### config.mk
export PLATFORM = sky130hd
export DESIGN_NAME = alu_seq_muldiv
export DESIGN_NICKNAME = d
export VERILOG_FILES = /design/src/rtl/alu_seq_muldiv.sv
export SDC_FILE = /design/constraint.sdc
export NUM_CORES = 1
export LEC_CHECK = 0
export BUFFER_PORTS_ARGS = -buffer_cell sky130_fd_sc_hd__buf_2
export CAP_MARGIN = 10
export CORE_ASPECT_RATIO = 0.5
export CORE_MARGIN = 10
export CORE_UTILIZATION = 25
export DETAILED_ROUTE_END_ITERATION = 16
export PLACE_DENSITY = 0.47
export SLEW_MARGIN = 20
export SYNTH_ARGS = -nofsm -noshare
export SYNTH_HDL_FRONTEND = slang
export SYNTH_SLANG_ARGS = --single-unit
### constraint.sdc
create_clock -name CLK -period 8.7 [get_ports CLK]
set_input_delay 1.74 -clock CLK [delete_from_list [all_inputs] [get_ports CLK]]
set_output_delay 1.74 -clock CLK [all_outputs]
set_load 0.005 [all_outputs]
### src/rtl/alu_seq_muldiv.sv
// Sequential RV32I/RV32M ALU. Basic ops and divide special cases take 1 cycle; MUL/DIV iterate WIDTH cycles.
// IN_READY only in IDLE/DONE, so requests are ignored while iterating; KILL abandons work, RESET overrides all.
module alu_seq_muldiv #(
  parameter int WIDTH = 32,
  parameter int SEL_W = 5,
  localparam int SH_W = $clog2(WIDTH)
) (
  input  logic             CLK,
  input  logic             RESET,
  input  logic             IN_VALID,
  output logic             IN_READY,
  input  logic [SEL_W-1:0] SELECT,
  input  logic [WIDTH-1:0] DATA1,
  input  logic [WIDTH-1:0] DATA2,
  input  logic             KILL,
  output logic             OUT_VALID,
  output logic [WIDTH-1:0] RESULT,
  output logic             ZERO,
  output logic             BUSY
);

  localparam logic [SEL_W-1:0] OP_AND    = SEL_W'('h00);
  localparam logic [SEL_W-1:0] OP_OR     = SEL_W'('h01);
  localparam logic [SEL_W-1:0] OP_ADD    = SEL_W'('h02);
  localparam logic [SEL_W-1:0] OP_XOR    = SEL_W'('h03);
  localparam logic [SEL_W-1:0] OP_SLL    = SEL_W'('h04);
  localparam logic [SEL_W-1:0] OP_SRL    = SEL_W'('h05);
  localparam logic [SEL_W-1:0] OP_SUB    = SEL_W'('h06);
  localparam logic [SEL_W-1:0] OP_SRA    = SEL_W'('h07);
  localparam logic [SEL_W-1:0] OP_SLT    = SEL_W'('h08);
  localparam logic [SEL_W-1:0] OP_SLTU   = SEL_W'('h09);
  localparam logic [SEL_W-1:0] OP_MUL    = SEL_W'('h10);
  localparam logic [SEL_W-1:0] OP_MULH   = SEL_W'('h11);
  localparam logic [SEL_W-1:0] OP_MULHSU = SEL_W'('h12);
  localparam logic [SEL_W-1:0] OP_MULHU  = SEL_W'('h13);
  localparam logic [SEL_W-1:0] OP_DIV    = SEL_W'('h14);
  localparam logic [SEL_W-1:0] OP_DIVU   = SEL_W'('h15);
  localparam logic [SEL_W-1:0] OP_REM    = SEL_W'('h16);
  localparam logic [SEL_W-1:0] OP_REMU   = SEL_W'('h17);

  localparam logic [WIDTH-1:0] MIN_NEG = {1'b1, {(WIDTH-1){1'b0}}};

  typedef enum logic [1:0] {IDLE, MUL, DIV, DONE} state_t;

  state_t               state, state_nxt;
  logic [WIDTH-1:0]     cnt;
  logic [2*WIDTH-1:0]   acc;
  logic [WIDTH-1:0]     opnd;
  logic [SEL_W-1:0]     op;
  logic                 neg_q, neg_r;
  logic [WIDTH-1:0]     result_q;
  logic                 zero_q;

  logic                 xfer;
  logic                 is_mul, is_div, is_divq, div_zero, div_ovf;
  logic                 go_mul, go_div;
  logic                 sgn_a, sgn_b, a_neg, b_neg;
  logic [WIDTH-1:0]     mag_a, mag_b, imm_res;
  logic [WIDTH:0]       mul_sum, div_diff;
  logic [2*WIDTH-1:0]   step_nxt, prod_s;
  logic [WIDTH-1:0]     quo, rem, fin_res;

  assign xfer = IN_VALID & IN_READY;

  // Operand classification and sign/magnitude preparation at issue time.
  always_comb begin
    is_mul   = (SELECT == OP_MUL) || (SELECT == OP_MULH) ||
               (SELECT == OP_MULHSU) || (SELECT == OP_MULHU);
    is_divq  = (SELECT == OP_DIV) || (SELECT == OP_DIVU);
    is_div   = is_divq || (SELECT == OP_REM) || (SELECT == OP_REMU);
    sgn_a    = (SELECT == OP_MULH) || (SELECT == OP_MULHSU) ||
               (SELECT == OP_DIV) || (SELECT == OP_REM);
    sgn_b    = (SELECT == OP_MULH) || (SELECT == OP_DIV) || (SELECT == OP_REM);
    a_neg    = sgn_a & DATA1[WIDTH-1];
    b_neg    = sgn_b & DATA2[WIDTH-1];
    mag_a    = a_neg ? -DATA1 : DATA1;
    mag_b    = b_neg ? -DATA2 : DATA2;
    div_zero = (DATA2 == '0);
    div_ovf  = ((SELECT == OP_DIV) || (SELECT == OP_REM)) &&
               (DATA1 == MIN_NEG) && (DATA2 == '1);
    go_mul   = is_mul;
    go_div   = is_div && !div_zero && !div_ovf;
  end

  // Single-cycle results, including the divide special cases.
  always_comb begin
    imm_res = '0;
    case (SELECT)
      OP_AND:  imm_res = DATA1 & DATA2;
      OP_OR:   imm_res = DATA1 | DATA2;
      OP_ADD:  imm_res = DATA1 + DATA2;
      OP_XOR:  imm_res = DATA1 ^ DATA2;
      OP_SLL:  imm_res = DATA1 << DATA2[SH_W-1:0];
      OP_SRL:  imm_res = DATA1 >> DATA2[SH_W-1:0];
      OP_SUB:  imm_res = DATA1 - DATA2;
      OP_SRA:  imm_res = $signed(DATA1) >>> DATA2[SH_W-1:0];
      OP_SLT:  imm_res = {{(WIDTH-1){1'b0}}, $signed(DATA1) < $signed(DATA2)};
      OP_SLTU: imm_res = {{(WIDTH-1){1'b0}}, DATA1 < DATA2};
      OP_DIV, OP_DIVU: imm_res = div_zero ? '1 : MIN_NEG;
      OP_REM, OP_REMU: imm_res = div_zero ? DATA1 : '0;
      default: imm_res = '0;
    endcase
  end

  // One shift-add or restoring-subtract step; acc holds {high/rem, low/quotient}.
  always_comb begin
    mul_sum  = {1'b0, acc[2*WIDTH-1:WIDTH]} + (acc[0] ? {1'b0, opnd} : '0);
    div_diff = acc[2*WIDTH-1:WIDTH-1] - {1'b0, opnd};
    if (state == MUL)
      step_nxt = {mul_sum, acc[WIDTH-1:1]};
    else if (div_diff[WIDTH])
      step_nxt = {acc[2*WIDTH-2:0], 1'b0};
    else
      step_nxt = {div_diff[WIDTH-1:0], acc[WIDTH-2:0], 1'b1};
  end

  always_comb begin
    prod_s = neg_q ? -step_nxt : step_nxt;
    quo    = neg_q ? -step_nxt[WIDTH-1:0] : step_nxt[WIDTH-1:0];
    rem    = neg_r ? -step_nxt[2*WIDTH-1:WIDTH] : step_nxt[2*WIDTH-1:WIDTH];
    case (op)
      OP_MUL:                        fin_res = prod_s[WIDTH-1:0];
      OP_MULH, OP_MULHSU, OP_MULHU:  fin_res = prod_s[2*WIDTH-1:WIDTH];
      OP_DIV, OP_DIVU:               fin_res = quo;
      default:                       fin_res = rem;
    endcase
  end

  always_ff @(posedge CLK) begin
    if (!RESET) state <= IDLE;
    else        state <= state_nxt;
  end

  always_comb begin
    state_nxt = state;
    if (KILL) begin
      state_nxt = IDLE;
    end else begin
      case (state)
        IDLE, DONE: begin
          if (xfer)             state_nxt = go_mul ? MUL : (go_div ? DIV : DONE);
          else                  state_nxt = IDLE;
        end
        MUL, DIV: if (cnt == '0) state_nxt = DONE;
        default:                state_nxt = IDLE;
      endcase
    end
  end

  always_comb begin
    IN_READY  = (state == IDLE) || (state == DONE);
    BUSY      = (state == MUL) || (state == DIV);
    OUT_VALID = (state == DONE);
  end

  always_ff @(posedge CLK) begin
    if (!RESET) begin
      cnt      <= '0;
      acc      <= '0;
      opnd     <= '0;
      op       <= '0;
      neg_q    <= 1'b0;
      neg_r    <= 1'b0;
      result_q <= '0;
      zero_q   <= 1'b1;
    end else if (!KILL) begin
      if (xfer) begin
        if (go_mul || go_div) begin
          op    <= SELECT;
          opnd  <= mag_b;
          acc   <= {{WIDTH{1'b0}}, mag_a};
          neg_q <= a_neg ^ b_neg;
          neg_r <= a_neg;
          cnt   <= WIDTH'(WIDTH-1);
        end else begin
          result_q <= imm_res;
          zero_q   <= (imm_res == '0);
        end
      end else if (BUSY) begin
        acc <= step_nxt;
        if (cnt == '0) begin
          result_q <= fin_res;
          zero_q   <= (fin_res == '0);
        end else begin
          cnt <= cnt - WIDTH'(1);
        end
      end
    end
  end

  assign RESULT = result_q;
  assign ZERO   = zero_q;

endmodule

Yosys cells after proc, flatten, opt, wreduce, memory -nomap -nowiden
Cells that the tools add are included.
{"block": "totals", "register_bits": 170}
{"block": "classes", "n_addsub": 10, "n_lt_le_gt_ge": 2, "eq_ne": 32, "shifts": 3, "n_mux": 32, "bitwise": 9, "reduce_logical": 40}
{"op": "32-bit two-way mux", "count": 14}
{"op": "64-bit two-way mux", "count": 6}
{"op": "32-bit case mux with 12 select lines", "count": 1}
{"op": "32-bit logical NOT", "count": 4}
{"op": "32-bit negation", "count": 4}
{"op": "32-bit case mux with 3 select lines", "count": 1}
{"op": "5-bit equality test, second input constant", "count": 14}
{"op": "32-bit equality test, second input constant", "count": 2}
{"op": "32-bit < comparator", "count": 2}
{"op": "64-bit negation", "count": 1}
{"op": "32-bit by 32-bit adder with 33-bit output", "count": 1}
{"op": "33-bit by 32-bit subtractor with 33-bit output", "count": 1}
{"op": "32-bit adder", "count": 1}
{"op": "32-bit AND", "count": 1}
{"op": "32-bit OR", "count": 1}
{"op": "32-bit by 5-bit << shifter with 32-bit output", "count": 1}
{"op": "32-bit by 5-bit >> shifter with 32-bit output", "count": 1}
{"op": "32-bit by 5-bit >>> shifter with 32-bit output", "count": 1}
{"op": "32-bit by 1-bit subtractor with 32-bit output, second input constant", "count": 1}
{"op": "32-bit subtractor", "count": 1}
{"op": "32-bit XOR", "count": 1}
{"op": "31-bit two-way mux", "count": 1}
{"op": "5-bit by 3-bit equality test with 1-bit output, second input constant", "count": 4}
{"op": "1-bit logical OR", "count": 15}
{"op": "other kinds (22)", "count": 48}

Longest topological paths before layout
{"block": "logic_depth", "depth_word": 10, "mapped_depth": 27, "depth_no_buf": 27}

Least setup slack after synthesis
OpenSTA, ideal clock, no wires.
{"block": "synth_path", "kind": "input to register", "from": "input DATA2[2]", "to": "register zero_q, in the netlist ZERO", "setup_time_ns": 0.058, "arrival_time_ns": 6.960, "required_time_ns": 8.642, "setup_slack_ns": 1.683, "cell_stages": 22, "path_buffers": 4, "cell_sequence": "clkinv_1 buf_1 clkbuf_1 clkbuf_1 clkbuf_1 ha_1 a21o_1 a21oi_1 o21ai_0 a2111o_1 a31oi_1 o31ai_1 a211oi_1 o21ai_0 nand3_1 o21ai_0 a31oi_1 o311ai_0 or4_1 or3_1 nor4_1 a211o_1"}
{"block": "synth_via", "elab_chain_cells": 7, "elab_cells_between_ends": 26}
{"item": "start, declared", "line_no": "14", "text": "input logic [WIDTH-1:0] DATA2,"}
{"item": "branches (longest 7 deep; another with 32-bit subtractor)"}
{"item": "end signal, assigned", "line_no": "177", "text": "zero_q <= (imm_res == '0);"}
{"item": "end signal, assigned", "line_no": "183", "text": "zero_q <= (fin_res == '0);"}
{"item": "end, declared", "line_no": "52", "text": "logic zero_q;"}
Parallel ways; which one is timed is not known. The select of a mux whose other input is x is not followed.
A chain may end at the register's enable or synchronous reset.

Worst setup path after layout
{"block": "layout_path", "from": "register acc[31]", "to": "register zero_q, in the netlist ZERO"}
{"block": "layout_via", "elab_chain_cells": 10, "elab_cells_between_ends": 14}
{"item": "start, declared", "line_no": "47", "text": "logic [2*WIDTH-1:0] acc;"}
{"item": "start signal, assigned", "line_no": "171", "text": "acc <= {{WIDTH{1'b0}}, mag_a};"}
{"item": "start signal, assigned", "line_no": "180", "text": "acc <= step_nxt;"}
{"item": "33-bit by 32-bit subtractor with 33-bit output", "line_no": "108", "text": "div_diff = acc[2*WIDTH-1:WIDTH-1] - {1'b0, opnd};"}
{"item": "64-bit two-way mux", "line_no": "111", "text": "else if (div_diff[WIDTH])"}
{"item": "64-bit two-way mux (*)", "line_no": "109", "text": "if (state == MUL)"}
{"item": "64-bit negation, or another cell as far along", "line_no": "118", "text": "prod_s = neg_q ? -step_nxt : step_nxt;"}
{"item": "64-bit two-way mux, or another cell as far along", "line_no": "118"}
{"item": "32-bit case mux with 3 select lines (*)", "line_no": "121", "text": "case (op)"}
{"item": "32-bit logical NOT (*)", "line_no": "183"}
{"item": "1-bit two-way mux (*)", "line_no": "181", "text": "if (cnt == '0) begin"}
{"item": "1-bit two-way mux (*)", "line_no": "179", "text": "end else if (BUSY) begin"}
{"item": "1-bit two-way mux (*)", "line_no": "167", "text": "if (xfer) begin"}
Every way passes the cells marked *; elsewhere a longest branch is shown, timed or not. The select of a mux whose other input is x is not followed.

==> impl_metrics.ini <==
[sta]
worstMarginPinSlew_ns = 1.08
hold_viol = 0
max_freq_mhz = 121
period_needed_ns = 8.24
slew_viol_final = 0
period_share_pct = 94.7
rsz0062_at_grt = no
fin_worst_skew_ns = 0.0190
fin_tns_setup_ns = 0
setup_viol = 0
slew_headroom_pct = 27.8

[clock_tree]
cts.sinks = 170
htree_levels = 4
root_buffer = clkbuf_16
cts_tree = built
cts-buffers-inserted = 17
clock_path_buffers = 2
cts_resized = 0
path_clk_slew_ns = 0.08
hold_buffers = 0
cts_setup_buffers = 0
clk_latency_ns = 0.48

[route]
ant_nets = 0
via_per_inst = 5.94
num_vias = 28500
wl_per_cell_um = 26.0
post-route-drc-count = 0
drt_iter0_drc = 3285
routed_wl_um = 125000
first_pass_iters = 6

[grt]
first_global_vias = 27200
grt_max_degree = 74
grt.total_usage_pct = 20.5
overflow = 0
antenna_found_initial = 5
grt_pass1_wl_um = 184000

[yosys]
async_flop_share_pct = 0
synth_edf_count = 0
ys_seq_elements = 170
synth_top_area_share_pct = 13.4
yosys_warnings = 0
synthCells = 3502
synth_cell_types = 103
synth_flop_cell = dfxtp_1
avgSynthCellArea_um2 = 7.24
synth_top_cell_by_area = dfxtp_1
mappedNetlistArea_um2 = 25400
synth.area.top_cells = dfxtp_1 (13%), ha_1 (8.3%), mux4_2 (6.4%)
yosysSeqAreaShare_pct = 13.4
synth_fp_nets = 3748

[finish]
fin_nets = 3692
drive_above_1_share_pct = 10.6
area_growth_pct = 9.56

[worst_setup_path]
r2r-start = acc[31]$_SDFFE_PN0P_
worstSetupEndpointType = flop
cp.arrival_ns = 8.67
crit_start = acc[31]$_SDFFE_PN0P_
crit_fanout = 12
required_ns = 9.13
slowest_stage = a2111oi_4
startpoint_type = flop
critical_path_class = flop to flop
max_stage_delay_ns = 0.74

[placement]
dp_hpwl_um = 96100
gp_congestion = 0.978
port-buffer-count = 108

[floorplanning]
die_w_um = 470
start_util_pct = 25.3
num_rows = 82
die_y_um = 245
coreArea_um2 = 100000
pin_count = 109
die_area_um2 = 115000

[job]
max_cap_viol_count = 0

[status]
status = completed

[min_path]
hold_class = flop to flop
hp-start = RESULT[15]$_SDFFE_PN0P_
metrics by stage:
| step | util, % | instances | cell area (um^2) | worst slack [ns] | hold WS (ns) |
|---|---|---|---|---|---|
| 2_1_floorplan | - | 3502 | 25400 | 1.68 | 0.448 |
| 3_3_place_gp | 27.1 | 4771 | 27200 | 0.779 | 0.454 |
| 3_5_place_dp | 27.1 | 4771 | 27200 | 0.716 | 0.458 |
| 4_1_cts | 27.7 | 4802 | 27800 | 0.685 | 0.467 |
| 5_1_grt | 27.7 | 4805 | 27800 | 0.299 | 0.484 |
| 6_report | 27.7 | 4807 | 27800 | 0.462 | 0.467 |
path summary, 6_finish.rpt:
path                                   to  slack, ns  cells after the start
setup / recovery        ZERO$_SDFFE_PN1P_       0.46                     25
setup reg to reg        ZERO$_SDFFE_PN1P_       0.46                     25
hold / removal    RESULT[15]$_SDFFE_PN0P_       0.47                      2
hold reg to reg   RESULT[15]$_SDFFE_PN0P_       0.47                      2
flip-flops by register name, indices dropped and copies added, names as in the netlist:
register / flops
neg_q: 1
neg_r: 1
opnd: 32
op: 5
cnt: 32
state: 2
acc: 64
ZERO: 1
RESULT: 32
layer usage:
metal / up-vias / share of wire [%] / GRT usage, %
met5: - / 0.010 / 0
li1: 13000 / - / -
met1: 14000 / 44 / 27.0
met4: 2 / 4.1 / 8.20
met3: 246 / 7.1 / 2.52
met2: 1290 / 45 / 33.8
worst max-delay path: cells and delay by family, from the launching register on:
family                     cells  cell delay (ns)
and+or+nand+nor               10             3.94
AOI/OAI and AO/OA              9             2.61
adders and majority gates      3             0.66
DFF                            1             0.56
buffers and inverters          3             0.39
cells by family after synthesis:
logic type	synth area share [%]
XOR/XNOR	5.66
AND/OR/NAND/NOR	24.6
adder cells (fa/ha/maj)	8.65
flip-flops	13.4
multiplexers	10.2
buffers and inverters	6.27
AO/OA/AOI/OAI	31.2
cells in the mapped netlist, drive strengths merged, types with 65 or more instances:
library cell	instances
nor2b	88
clkbuf	204
dfxtp	170
ha	169
nor3	108
nand2	307
nor2	307
a21oi	274
nand3	86
and2	77
a22oi	65
o21ai	240
xnor2	125
inv	153
mux2i	73
mux4	72
cell type report:
cell class,count,area [um^2]
antenna,5,12.5
clock buffer,17,425
clock inverter,14,158
fill,11100,72600
inverter,156,586
multi-input combinational,2921,20400
sequential,170,3400
tap,1344,1680
timing repair buffer,180,1090
layout by cell type (no fill, tap or decap), types with 41 or more instances in the layout:
cell type,synthesis,layout
nor4_1,50,49
xnor2_1,125,125
mux4_2,72,72
a21o_1,55,54
dfxtp_1,170,170
a21oi_1,273,273
nor2b_1,88,88
o31ai_1,41,41
nand3_1,85,85
inv_1,152,152
nor2_1,305,301
o211a_1,41,41
buf_2,19,105
nand2_1,307,307
a211oi_1,45,45
and2_1,75,75
or3_1,43,43
ha_1,169,168
o21ai_0,234,234
nor3_1,106,103
buf_4,2,75
a22oi_1,65,65
mux2i_1,73,73
Power is left out: the tool's default activity adds up to more than one toggle a clock period on the data nets, which glitch-free logic cannot reach.
